--- src/rtl/frame_serializer_pkg.sv ---
// Shared constants and helpers for the framed-word serializer.
// Frame layout is {marker, payload[2:0], marker}; both markers must be 1.
package frame_pkg;

  localparam int FRAME_W       = 5;
  localparam int MARKER_HI_IDX = 4;
  localparam int MARKER_LO_IDX = 0;

  localparam logic IDLE_LEVEL = 1'b0;

  typedef logic [1:0] state_t;
  localparam state_t ST_IDLE  = 2'd0;
  localparam state_t ST_SHIFT = 2'd1;
  localparam state_t ST_GAP   = 2'd2;

  function automatic logic markers_ok(input logic [FRAME_W-1:0] w);
    return w[MARKER_HI_IDX] & w[MARKER_LO_IDX];
  endfunction

endpackage

--- src/rtl/frame_serializer_if.sv ---
// Valid/ready word handshake between the encoding stage and the serializer.
interface frame_serializer_if;
  import frame_pkg::*;

  logic               in_valid;
  logic [FRAME_W-1:0] in_word;
  logic               in_ready;

  modport master (output in_valid, output in_word, input in_ready);
  modport slave  (input in_valid, input in_word, output in_ready);

endinterface

--- src/rtl/frame_serializer_bit_timer.sv ---
// Loadable down-counter; tc flags the last enabled cycle of a loaded period.
module bit_timer #(
  parameter int CNT_W = 8
) (
  input  logic             clk,
  input  logic             rst_n,
  input  logic             load,
  input  logic [CNT_W-1:0] load_val,
  input  logic             en,
  output logic             tc
);

  logic [CNT_W-1:0] count_q;
  logic [CNT_W-1:0] count_d;

  assign tc = en && (count_q == '0);

  always_comb begin
    count_d = count_q;
    if (load) begin
      count_d = load_val;
    end else if (en && (count_q != '0)) begin
      count_d = count_q - CNT_W'(1);
    end
  end

  always_ff @(posedge clk or negedge rst_n) begin
    if (!rst_n) begin
      count_q <= '0;
    end else begin
      count_q <= count_d;
    end
  end

endmodule

--- src/rtl/frame_serializer.sv ---
// Serializes a marker-checked 5-bit framed word MSB-first, each bit held
// BIT_DIV clocks, followed by GAP_BITS idle bit-times.
module frame_serializer
  import frame_pkg::*;
#(
  parameter int BIT_DIV  = 4,
  parameter int GAP_BITS = 1,
  parameter int W        = FRAME_W
) (
  input  logic                     clk,
  input  logic                     rst_n,
  frame_serializer_if.slave        up,
  output logic                     ser_out,
  output logic                     busy,
  output logic                     frame_err,
  output logic [7:0]               sent_count
);

  localparam int           GAP_CYC  = GAP_BITS * BIT_DIV;
  localparam logic [7:0]   DIV_LOAD = 8'(BIT_DIV - 1);
  localparam logic [11:0]  GAP_LOAD = (GAP_CYC > 0) ? 12'(GAP_CYC - 1) : 12'd0;
  localparam logic [2:0]   LAST_BIT = 3'(W - 1);

  state_t        state_q, state_d;
  logic [W-1:0]  shift_q, shift_d;
  logic [2:0]    bit_cnt_q, bit_cnt_d;
  logic          ser_q, ser_d;
  logic          err_q, err_d;
  logic          rdy_q, rdy_d;
  logic [7:0]    cnt_q, cnt_d;

  logic          div_load, div_en, div_tc;
  logic          gap_load, gap_en, gap_tc;
  logic          accept;

  bit_timer #(.CNT_W(8)) u_div_timer (
    .clk      (clk),
    .rst_n    (rst_n),
    .load     (div_load),
    .load_val (DIV_LOAD),
    .en       (div_en),
    .tc       (div_tc)
  );

  bit_timer #(.CNT_W(12)) u_gap_timer (
    .clk      (clk),
    .rst_n    (rst_n),
    .load     (gap_load),
    .load_val (GAP_LOAD),
    .en       (gap_en),
    .tc       (gap_tc)
  );

  assign accept = rdy_q && up.in_valid && (state_q == ST_IDLE);

  always_comb begin
    state_d   = state_q;
    shift_d   = shift_q;
    bit_cnt_d = bit_cnt_q;
    ser_d     = ser_q;
    err_d     = 1'b0;
    cnt_d     = cnt_q;
    div_load  = 1'b0;
    div_en    = 1'b0;
    gap_load  = 1'b0;
    gap_en    = 1'b0;

    case (state_q)
      ST_IDLE: begin
        ser_d = IDLE_LEVEL;
        if (accept) begin
          if (markers_ok(up.in_word)) begin
            // ser_out carries the first bit on the cycle right after acceptance
            shift_d   = up.in_word;
            bit_cnt_d = '0;
            div_load  = 1'b1;
            ser_d     = up.in_word[W-1];
            state_d   = ST_SHIFT;
          end else begin
            err_d = 1'b1;
          end
        end
      end

      ST_SHIFT: begin
        div_en = 1'b1;
        if (div_tc) begin
          if (bit_cnt_q == LAST_BIT) begin
            cnt_d   = cnt_q + 8'd1;
            ser_d   = IDLE_LEVEL;
            shift_d = '0;
            if (GAP_BITS > 0) begin
              state_d  = ST_GAP;
              gap_load = 1'b1;
            end else begin
              state_d = ST_IDLE;
            end
          end else begin
            shift_d   = shift_q << 1;
            ser_d     = shift_q[W-2];
            bit_cnt_d = bit_cnt_q + 3'd1;
            div_load  = 1'b1;
          end
        end
      end

      ST_GAP: begin
        gap_en = 1'b1;
        ser_d  = IDLE_LEVEL;
        if (gap_tc) begin
          state_d = ST_IDLE;
        end
      end

      default: begin
        state_d = ST_IDLE;
        ser_d   = IDLE_LEVEL;
      end
    endcase

    // Registered so in_ready stays low through reset and rises after release.
    rdy_d = (state_d == ST_IDLE);
  end

  always_ff @(posedge clk or negedge rst_n) begin
    if (!rst_n) begin
      state_q   <= ST_IDLE;
      shift_q   <= '0;
      bit_cnt_q <= '0;
      ser_q     <= IDLE_LEVEL;
      err_q     <= 1'b0;
      rdy_q     <= 1'b0;
      cnt_q     <= '0;
    end else begin
      state_q   <= state_d;
      shift_q   <= shift_d;
      bit_cnt_q <= bit_cnt_d;
      ser_q     <= ser_d;
      err_q     <= err_d;
      rdy_q     <= rdy_d;
      cnt_q     <= cnt_d;
    end
  end

  assign up.in_ready = rdy_q;
  assign ser_out     = ser_q;
  assign busy        = (state_q != ST_IDLE);
  assign frame_err   = err_q;
  assign sent_count  = cnt_q;

endmodule
--- src/flat_wrapper.sv ---
// flat-port wrapper written by rule: the top's interface ports become plain ports
module frame_serializer_flat import frame_pkg::*;
#(
  parameter int BIT_DIV  = 4,
  parameter int GAP_BITS = 1,
  parameter int W        = FRAME_W
)
  (clk, rst_n, ser_out, busy, frame_err, sent_count, up_in_valid, up_in_word, up_in_ready);
  frame_serializer_if up_i ();
  input  logic clk;
  input  logic rst_n;
  output logic ser_out;
  output logic busy;
  output logic frame_err;
  output logic [7:0] sent_count;
  input wire logic [$bits(up_i.in_valid)-1:0] up_in_valid;
  input wire logic [$bits(up_i.in_word)-1:0] up_in_word;
  output wire logic [$bits(up_i.in_ready)-1:0] up_in_ready;
  assign up_i.in_valid = up_in_valid;
  assign up_i.in_word = up_in_word;
  assign up_in_ready = up_i.in_ready;
  frame_serializer #(.BIT_DIV(BIT_DIV), .GAP_BITS(GAP_BITS), .W(W)) u_core (.clk(clk), .rst_n(rst_n), .up(up_i), .ser_out(ser_out), .busy(busy), .frame_err(frame_err), .sent_count(sent_count));
endmodule
--- config.mk ---
export PLATFORM = sky130hd
export DESIGN_NAME = frame_serializer_flat
export DESIGN_NICKNAME = d
export VERILOG_FILES = /design/src/rtl/frame_serializer_pkg.sv /design/src/rtl/frame_serializer_if.sv /design/src/rtl/frame_serializer_bit_timer.sv /design/src/rtl/frame_serializer.sv /design/src/flat_wrapper.sv
export SDC_FILE = /design/constraint.sdc
export NUM_CORES = 1
export LEC_CHECK = 0
export CORE_MARGIN = 2
export CORE_UTILIZATION = 50
export DETAILED_ROUTE_END_ITERATION = 10
export PLACE_DENSITY = 0.71
export SYNTH_ARGS = -nofsm -noshare
export SYNTH_HDL_FRONTEND = slang
export SYNTH_SLANG_ARGS = --single-unit
--- constraint.sdc ---
create_clock -name clk -period 3.7 [get_ports clk]
set_input_delay 0.925 -clock clk [delete_from_list [all_inputs] [get_ports clk]]
set_output_delay 0.925 -clock clk [all_outputs]
set_load 0.01 [all_outputs]
==> metrics.md <==
| Metric | Value |
|---|---|
| Number of primary I/O pins | `20` |
| Total number of vias | `approximately 1,500` |
| # H-tree levels | `2` |
| CP Capture Type | `output port` |
| Synth unique cells | `51` |
| HPWL Detailed | `about 2.9 mm` |
| Hold wc startpoint | `u_core.sent_count[7]` |
| Die height | `about 68 microns` |
| Worst path arrival time | `1.57 ns` |
| Final Cycle Share | `0.6755` |
| Multi-input gate area | `~1000 sq um` |
| GRT Residual Overflow | `0` |
| Syn-to-layout area delta | `16.92%` |
| DIE AREA | `0.004577 sq mm` |
| Met3 GRT Util | `0.06000` |
| Min-Delay Path Depth | `1` |
| Initial antenna violation count | `0` |
| Die W | `between 60 and 70 microns` |
| Maxcap violations | `0` |
| Core ar. | `0.003943 sq mm` |
| Clock Tree Buf Depth | `2` |
| Commonest register cell after synthesis | `dfrtp_1` |
| Commonest cells after routing, fill and taps aside | `dfrtp_1 (40), nand2_1 (18), clkdlybuf4s50_1 (18)` |
| R2r endpoint | `u_core.u_gap_timer.count_q[8]` |
| Final instance area | `about 0.0024 sq mm` |
| Asr flop ratio synth | `1.000` |
| Static leakage | `1.072 nW` |
| Final Critical Period | `around 2.5 ns` |
| R2R cell count | `6` |
| Clock Pin Slew Worst Setup and Hold Paths | `~0.080 ns` |
| Peak VDD IR | `~0.40 mV` |
| WHS | `approximately 0.47 ns` |
| Drt wl/cell | `15.03 microns` |
| Most common cell after layout, fill and taps aside | `dfrtp_1` |
| Seq/Total Area, Yosys | `0.4941` |
| FP Rows | `23` |
| Largest net degree at the start of global routing | `just over 40` |
| Routed Antenna Nets | `0` |
| Clk_lat worst skew | `between 0.2 and 0.3 ns` |
| Synth warnings | `0` |
| Power Density | `roughly 740 mW/mm^2` |
| GR Util met2 | `0.3382` |
| Worst Path Max Fanout | `8` |
| Placed inst area | `between 0.002 and 0.0025 sq mm` |
| Final Hold Viols | `0` |
| Total GRT Usage | `0.2028` |
| Iter 0 DRT Violations | `80` |
| Worst Hold Endpoint | `u_core.sent_count[7]` |
| Setup TNS Final | `0 ns` |
| Via-to-Cell Ratio | `about 5.7` |
| Peak Freq | `~0.40 GHz` |
| RSZ-0062 raised after global routing | `no` |
| Reg-to-reg slack, setup | `~1.4 ns` |
| Clk Tree Root Cell | `clkbuf_8` |
| # diodes | `0` |
| Most Crowded Layer GR | `met2` |
| Count of state elements after synthesis | `40` |
| Max-slew headroom | `0.4202` |
| Final wirelength | `roughly 4.0 mm` |
| Outcome | `complete, no violations` |
| Worst-margin pin slew | `about 0.87 ns` |
| Drt pass-1 iters | `4` |
| Synthesized area per cell | `between 10 and 15 sq um` |
| Hold Buf Count CTS | `0` |
| Storage element area | `0.001001 sq mm` |
| Worst hold path class | `flop to flop` |
| Post_cts resized | `0` |
| Endpoints failing setup | `0` |
| R2r startpoint | `u_core.u_div_timer.count_q[0]` |
| Vias in the first global route | `between 1,000 and 1,500` |
| Fill count | `around 320` |
| Clk_skew | `between 0.003 and 0.004 ns` |
| CTS tree | `done` |
| RePlAce Congestion | `~0.8` |
| CTS Sinks | `40` |
| Starting Density | `0.5138` |
| Syn nets | `slightly above 200` |
| I/O Buffers | `19` |
| Post-synth EDFFs | `0` |
| Global-route wire length before repair | `6.768 mm` |
| Pwr Total | `~1.8 mW` |
| Mapped Cells | `between 150 and 200` |
| TritonCTS buffer count | `5` |
| Post-synthesis cell area | `0.002026 sq mm` |
| Setup bufs post-CTS | `0` |
| Max Slew Vio Count | `0` |
| Total Nets Final | `around 230` |
| Crit Path Category | `flop to output port` |
| CP startpoint kind | `flop` |
| Req. time, crit path | `between 2 and 3 ns` |
| DR DRC count | `0` |
| Layout cells sized above 1 | `0.1221` |
| Met1 Track Usage GR | `0.2532` |
==> power by group <==
| group | total (mW) | leakage [nW] | switching, mW | internal, mW |
|---|---|---|---|---|
| registers | 0.685 | 0.531 | 0.120 | 0.565 |
| clock network | 0.347 | 0.0552 | 0.147 | 0.200 |
| logic | 0.729 | 0.485 | 0.406 | 0.323 |
| total | 1.76 | 1.07 | 0.672 | 1.09 |
==> metal layers <==
| metal | up-vias | part of all wire |
|---|---|---|
| met4 | 0 | 0.0083 |
| li1 | 741 | - |
| met5 | - | 0 |
| met2 | 14 | 0.51 |
| met1 | 735 | 0.45 |
| met3 | 4 | 0.028 |
==> worst max-delay path by stage <==
stage,from,end,slack [ns],depth (start not counted)
6_report,u_core.state_q[1],busy,1.20,2
5_1_grt,u_core.u_div_timer.count_q[0],u_core.u_gap_timer.count_q[8],1.03,6
4_1_cts,u_core.state_q[1],busy,1.20,2
3_5_place_dp,up_in_valid,u_core.shift_q[1],1.24,5
3_3_place_gp,up_in_valid,u_core.shift_q[1],1.34,5
2_1_floorplan,u_core.u_div_timer.count_q[0],u_core.sent_count[3],1.87,7
==> through the flow <==
step / std cells / setup slack (ns) / utilization
after floorplan: 189 / 1.874 / -
after global placement: 255 / 1.338 / 0.5735
after detailed placement: 255 / 1.238 / 0.5735
after CTS: 263 / 1.204 / 0.6008
after global routing: 263 / 1.032 / 0.6008
final: 263 / 1.201 / 0.6008
==> registers in the layout, indices dropped and copies added (netlist names) <==
name / flops
u_core.u_gap_timer.count_q: 12
u_core.sent_count: 8
u_core.u_div_timer.count_q: 8
u_core.shift_q: 4
u_core.bit_cnt_q: 3
u_core.state_q: 2
u_core.frame_err: 1
u_core.ser_out: 1
u_core.up.in_ready: 1
==> worst max-delay path, cell delays in order (launching register included) <==
cell and delay [ns]:
dfrtp_1 0.48, or2_2 0.33, clkdlybuf4s50_1 0.48
==> cell families (layout without fill, tap and decap cells) <==
group | Yosys count | count (layout) | synth area share
AOI/OAI and AO/OA | 35 | 35 | 0.1303
adders and majority gates | 6 | 6 | 0.03706
xor gates and xnor gates | 8 | 8 | 0.03459
buffers and inverters | 10 | 34 | 0.01914
and+or+nand+nor | 80 | 80 | 0.2335
muxes | 10 | 10 | 0.05127
DFF | 40 | 40 | 0.4941
==> cell type report <==
class | instances | share of cell area
Sequential cell | 40 | 0.4226
Multi-Input combinational cell | 139 | 0.4163
Timing Repair Buffer | 19 | 0.07818
Clock buffer | 6 | 0.03064
Tap cell | 50 | 0.02641
Clock inverter | 2 | 0.01479
Inverter | 7 | 0.01109
==> cells in the mapped netlist (all sizes together) (2+ instances only) <==
| cell type | number | area [sq um] |
|---|---|---|
| inv | 7 | 26.28 |
| o31ai | 5 | 37.54 |
| nor2 | 14 | 52.55 |
| o21ai | 5 | 25.02 |
| nor2b | 3 | 18.77 |
| nor3b | 2 | 25.02 |
| ha | 6 | 75.07 |
| nand2 | 18 | 67.56 |
| or2 | 4 | 25.02 |
| nand4b | 2 | 17.52 |
| dfrtp | 40 | 1001 |
| buf | 2 | 8.750 |
| mux2 | 3 | 33.78 |
| nand2b | 3 | 18.77 |
| and3 | 3 | 18.77 |
| nor3 | 6 | 35.03 |
| mux2i | 7 | 70.07 |
| nor4 | 2 | 27.53 |
| o211ai | 3 | 22.52 |
| a22o | 3 | 26.28 |
| nand4 | 6 | 37.54 |
| a21oi | 8 | 40.04 |
| or4 | 3 | 26.27 |
| or3 | 3 | 21.27 |
| nand3 | 4 | 20.02 |
| xnor2 | 8 | 70.07 |
Power figures use the tool's default switching activity.
